[src/rtl/dispatcher_pkg.sv]
// Shared lane-selection helpers for the 1-to-N stream dispatcher.
// Pure functions only; no state.
package dispatcher_pkg;
   localparam int MAX_LANES = 32;

   // Lane-index register width, kept at least one bit so N=1 still elaborates.
   function automatic int lane_idx_w(input int n);
      return (n > 1) ? $clog2(n) : 1;
   endfunction

   // One-hot pick of the first free lane, searching upward from lowest_prio+1 (mod n).
   function automatic logic [MAX_LANES-1:0] rotating_first_free(
      input logic [MAX_LANES-1:0] free,
      input int                   lowest_prio,
      input int                   n
   );
      logic [MAX_LANES-1:0] grant;
      logic                 found;
      int                   idx;
      grant = '0;
      found = 1'b0;
      for (int k = 1; k <= MAX_LANES; k++) begin
         if (k <= n && !found) begin
            idx = lowest_prio + k;
            if (idx >= n) idx = idx - n;
            if (free[idx]) begin
               grant[idx] = 1'b1;
               found      = 1'b1;
            end
         end
      end
      return grant;
   endfunction
endpackage

[src/rtl/dispatcher_fixed_shiftable_dispatch_logic.sv]
// Rotating-priority lane grant plus the lowest-priority pointer (DISPATCHER_AUTO_SHIFT_EN: round-robin).
// Latency: grant is combinational; pointer updates on the clock edge.
// Backpressure: grant is all-zero when no lane is free.
module dispatch_logic_fixed_shiftable
   import dispatcher_pkg::*;
#(
   parameter int N                = 2,
   parameter int INIT_LOWEST_PRIO = N - 1
) (
   input  logic         clk,
   input  logic         rst_n,
`ifdef DISPATCHER_AUTO_SHIFT_EN
   input  logic         accept,
`endif
   input  logic         shift,
   input  logic [N-1:0] free,
   output logic [N-1:0] grant
);
   localparam int LW = lane_idx_w(N);

   logic [LW-1:0] lowest_prio;

   assign grant = N'(rotating_first_free(MAX_LANES'(free), int'(lowest_prio), N));

   generate
      if (N == 1) begin : g_single
         assign lowest_prio = '0;
      end else begin : g_multi
         logic [LW-1:0] rotated;
         assign rotated = (lowest_prio == LW'(N - 1)) ? '0 : lowest_prio + LW'(1);
`ifdef DISPATCHER_AUTO_SHIFT_EN
         logic [LW-1:0] grant_idx;
         always_comb begin
            grant_idx = '0;
            for (int i = 0; i < N; i++)
               if (grant[i]) grant_idx = LW'(i);
         end
`endif
         always_ff @(posedge clk or negedge rst_n) begin
            if (!rst_n) begin
               lowest_prio <= LW'(INIT_LOWEST_PRIO);
`ifdef DISPATCHER_AUTO_SHIFT_EN
            end else if (accept) begin
               // The lane just served drops to the back of the queue; beats a same-cycle shift.
               lowest_prio <= grant_idx;
`endif
            end else if (shift) begin
               lowest_prio <= rotated;
            end
         end
      end
   endgenerate
endmodule

[src/rtl/dispatcher_fixed_shiftable.sv]
// 1-to-N stream dispatcher: each accepted word lands in one free lane register (DISPATCHER_AUTO_SHIFT_EN: round-robin).
// Latency: word visible on out_valid/out_data the cycle after acceptance.
// Backpressure: in_ready low only when every lane is full and not being drained.
module dispatcher_fixed_shiftable
   import dispatcher_pkg::*;
#(
   parameter int DWIDTH           = 16,
   parameter int N                = 2,
   parameter int INIT_LOWEST_PRIO = N - 1
) (
   input  logic              clk,
   input  logic              rst_n,
   input  logic              in_valid,
   input  logic [DWIDTH-1:0] in_data,
   output logic              in_ready,
   input  logic              shift,
   output logic              out_valid [N-1:0],
   output logic [DWIDTH-1:0] out_data  [N-1:0],
   input  logic              out_ready [N-1:0]
);
   logic              hold_valid [N-1:0];
   logic [DWIDTH-1:0] hold_data  [N-1:0];
   logic [N-1:0]      free;
   logic [N-1:0]      grant;
   logic              accept;

   // A lane draining this cycle can be refilled in the same cycle.
   always_comb begin
      free = '0;
      for (int i = 0; i < N; i++)
         free[i] = !hold_valid[i] | out_ready[i];
   end

   assign in_ready  = |free;
   assign accept    = in_valid & in_ready;
   assign out_valid = hold_valid;
   assign out_data  = hold_data;

   dispatch_logic_fixed_shiftable #(
      .N                (N),
      .INIT_LOWEST_PRIO (INIT_LOWEST_PRIO)
   ) u_dispatch_logic (
      .clk    (clk),
      .rst_n  (rst_n),
`ifdef DISPATCHER_AUTO_SHIFT_EN
      .accept (accept),
`endif
      .shift  (shift),
      .free   (free),
      .grant  (grant)
   );

   always_ff @(posedge clk or negedge rst_n) begin
      if (!rst_n) begin
         for (int i = 0; i < N; i++) begin
            hold_valid[i] <= 1'b0;
            hold_data[i]  <= '0;
         end
      end else begin
         for (int i = 0; i < N; i++) begin
            if (accept && grant[i]) begin
               hold_valid[i] <= 1'b1;
               hold_data[i]  <= in_data;
            end else if (out_ready[i]) begin
               hold_valid[i] <= 1'b0;
            end
         end
      end
   end
endmodule
[config.mk]
export PLATFORM = sky130hd
export DESIGN_NAME = dispatcher_fixed_shiftable
export DESIGN_NICKNAME = d
export VERILOG_FILES = /design/src/rtl/dispatcher_pkg.sv /design/src/rtl/dispatcher_fixed_shiftable_dispatch_logic.sv /design/src/rtl/dispatcher_fixed_shiftable.sv
export SDC_FILE = /design/constraint.sdc
export NUM_CORES = 1
export LEC_CHECK = 0
export CORE_ASPECT_RATIO = 1.2
export CORE_MARGIN = 10
export CORE_UTILIZATION = 44
export CTS_BUF_LIST = sky130_fd_sc_hd__clkbuf_2 sky130_fd_sc_hd__clkbuf_4 sky130_fd_sc_hd__clkbuf_8
export DETAILED_ROUTE_END_ITERATION = 10
export PLACE_DENSITY_LB_ADDON = 0.25
export SLEW_MARGIN = 25
export SYNTH_ARGS = -nofsm -noshare
export SYNTH_HDL_FRONTEND = slang
export SYNTH_SLANG_ARGS = --single-unit
export TNS_END_PERCENT = 1
[constraint.sdc]
create_clock -name clk -period 2.3 [get_ports clk]
set_clock_uncertainty 0.1 [all_clocks]
set_input_delay 0.23 -clock clk [delete_from_list [all_inputs] [get_ports clk]]
set_output_delay 0.23 -clock clk [all_outputs]
set_load 0.02 [all_outputs]
==> impl_metrics.yaml <==
clock_network:
  cts.sinks: 35
  cts.clk_slew.worst_paths_ns: 0.10
  clkLatencyLatePin_ns: 0.33
  h-tree-depth: 2
  numCtsBuffers: 5
  cts.root.buffer_cell: "clkbuf_4"
  cts_buffer_depth: 2
  cts_tree: "built"
power:
  p_comb_share_pct: 53.1
  switching_power_w: 0.00108
  clkPwrFrac_pct: 10.9
  peakVddDrop_v: 0.000862
  p_leak_nw: 0.901
  swShare_pct: 35.2
  power_density_nw_per_um2: 1500
  p_seq_share_pct: 36.0
  power.internal_w: 0.00198
routing:
  vias_per_cell: 4.85
  wire_per_inst_um: 17.8
  drtAntennaViolNets: 0
  drtPass1Iterations: 3
  drt_iter0_markers: 29
  wirelength_um: 3210
  via_count: 873
  drc_errors: 0
synth:
  ys_seq_elements: 35
  syn_area_per_cell_sq_um: 17.5
  ys_warn_count: 0
  synth_cell_types: 16
  synth_nets: 101
  ys_seq_area_share_pct: 63.4
  netlist_instances: 79
  synth_area_sq_um: 1380
run_status:
  outcome: "finished clean"
setup_path:
  critPathKind: "flop to primary output"
  crit_family: "buffers and inverters"
  path_buf_inv: 1
  required_ns: 1.97
  worstPathArrival_ns: 1.58
  path_cells: "nor2b_2, nand2b_1, clkdlybuf4s50_1"
  start_kind: "flop"
  cpMaxStageDelayCell: "clkdlybuf4s50_1"
  crit_fanout: 4
  cp-end-kind: "primary output"
  critPathMaxStageDelay_ns: 0.61
sta:
  hold_viol: 0
  slew_violations: 0
  finalWorstSetupSlack_ns: 0.393
  finalSetupViolCount: 0
  period_needed_ns: 1.91
  setup_tns_ns: 0
  timing_worst_slew_pin_value_ns: 0.758
  period_share_pct: 82.9
  holdWs_ns: 0.334
  max_freq_mhz: 524
  rsz0062_at_grt: "no"
  max_slew_margin_pct: 49.4
global_routing:
  grt_overflow: 0
  grt_pass1_wl_um: 5090
  grt.total_usage_pct: 11.4
  grt_max_degree: 36
  first_global_vias: 973
  antenna_found_initial: 0
floorplanning:
  die_w_um: 71.2
  start_util_pct: 45.3
  die_area_sq_um: 5800
  pin_count: 57
  std_cell_rows: 22
  fp.coreArea_sq_um: 3060
  die_h_um: 81.4
layout:
  nNetsFinal: 166
  n_antenna_cell: 0
  drive_gt1_share_pct: 33.3
  area_delta_synth_final_pct: 47.6
  utilization_pct: 66.8
placement:
  preCtsSetupSlack_ns: 0.433
  dpl.hpwl_um: 2530
  gp_congestion: 0.750
  portBuffers: 56
flow_run:
  maxCapViolCount: 0
hold_path:
  hp-class: "primary input to flop"
==> cells in the mapped netlist <==
master / instances / area (sq um)
a211o_1: 1 / 8.76
buf_12: 1 / 20.0
buf_4: 1 / 7.51
buf_6: 1 / 11.3
dfrtp_1: 34 / 851
dfstp_2: 1 / 26.3
inv_1: 1 / 3.75
mux2_2: 23 / 259
mux2_4: 9 / 135
nand2_1: 1 / 3.75
nand2b_1: 1 / 6.26
nand2b_4: 1 / 13.8
nor2b_2: 1 / 8.76
o211ai_2: 1 / 12.5
or2b_1: 1 / 7.51
xor2_1: 1 / 8.76
==> through the flow <==
stage,std cells,area (sq um),power (W)
final,180,2040,0.00306
after global routing,180,2040,0.00323
after CTS,180,2040,0.00311
after global placement,172,1980,0.00272
after detailed placement,172,1980,0.00277
after floorplan,79,1380,0.00198
==> logic make-up (layout without fill, tap and decap cells) <==
kind of cell    Yosys count  count (layout)  share of synthesized area, %
compound gates            2               2                          1.54
xor+xnor                  1               1                         0.633
buf+inv                   4              69                          3.07
flops                    35              35                          63.4
mux                      32              32                          28.5
simple gates              5               5                          2.89
==> state kept, by name, indices dropped and copies added (netlist names) <==
signal                        cells
out_valid                         2
out_data                         32
u_dispatch_logic.lowest_prio      1
==> cell type report <==
cell class / instances / area, sq um
sequential: 35 / 877
tap: 36 / 45.0
fill: 230 / 1010
clock buffer: 6 / 51.3
multi-input combinational: 40 / 464
clock inverter: 1 / 5.00
timing repair buffer: 61 / 596
inverter: 1 / 3.75
==> path summary, 6_finish.rpt <==
kind	start	to	slack, ns	cells past startpoint
max	out_valid[1]$_DFFE_PN0P_	in_ready	0.39	3
min	shift	u_dispatch_logic.lowest_prio$_DFFE_PN1P_	0.33	2
max reg2reg	out_valid[1]$_DFFE_PN0P_	out_data[29]$_DFFE_PN0P_	0.73	4
min reg2reg	out_data[8]$_DFFE_PN0P_	out_data[8]$_DFFE_PN0P_	0.41	1
max in group asynchronous	rst_n	out_data[5]$_DFFE_PN0P_	1.22	2
min in group asynchronous	rst_n	out_data[28]$_DFFE_PN0P_	0.39	2
==> per-layer routing <==
metal	share of wire, %	global-route usage (%)	wire, um
met5	0	0	0
met4	1.5	4.65	49
met3	11	7.48	364
met2	49	19.2	1580
met1	38	10.8	1210
==> power groups by stage <==
stage | combinational (W) | sequential (W) | clock, W
floorplan | 0.000501 | 0.00148 | 0
global placement | 0.00163 | 0.00109 | 0
detailed placement | 0.00165 | 0.00112 | 0
CTS | 0.00166 | 0.00111 | 0.000350
global route | 0.00171 | 0.00114 | 0.000376
finish | 0.00162 | 0.00110 | 0.000333
==> cells in the final DEF, fill, tap and decap left out <==
cell	n
clkdlybuf4s50_1	55
clkinv_2	1
nand2b_1	1
o211ai_2	1
nand2_1	1
inv_1	1
dfrtp_1	34
nand2b_4	1
buf_4	4
xor2_1	1
mux2_2	23
or2b_1	1
clkbuf_8	1
dlygate4sd3_1	1
clkbuf_4	5
a211o_1	1
mux2_4	9
dfstp_2	1
buf_2	1
nor2b_2	1
==> repair_timing <==
item | 4_1_cts | 5_1_grt
hold buffers | 1 | 0
resized for setup | 0 | 0
endpoints found under the hold margin | 34 | 0
buffers inserted | 0 | 0
Note: power is estimated with default switching activity, not from simulation.
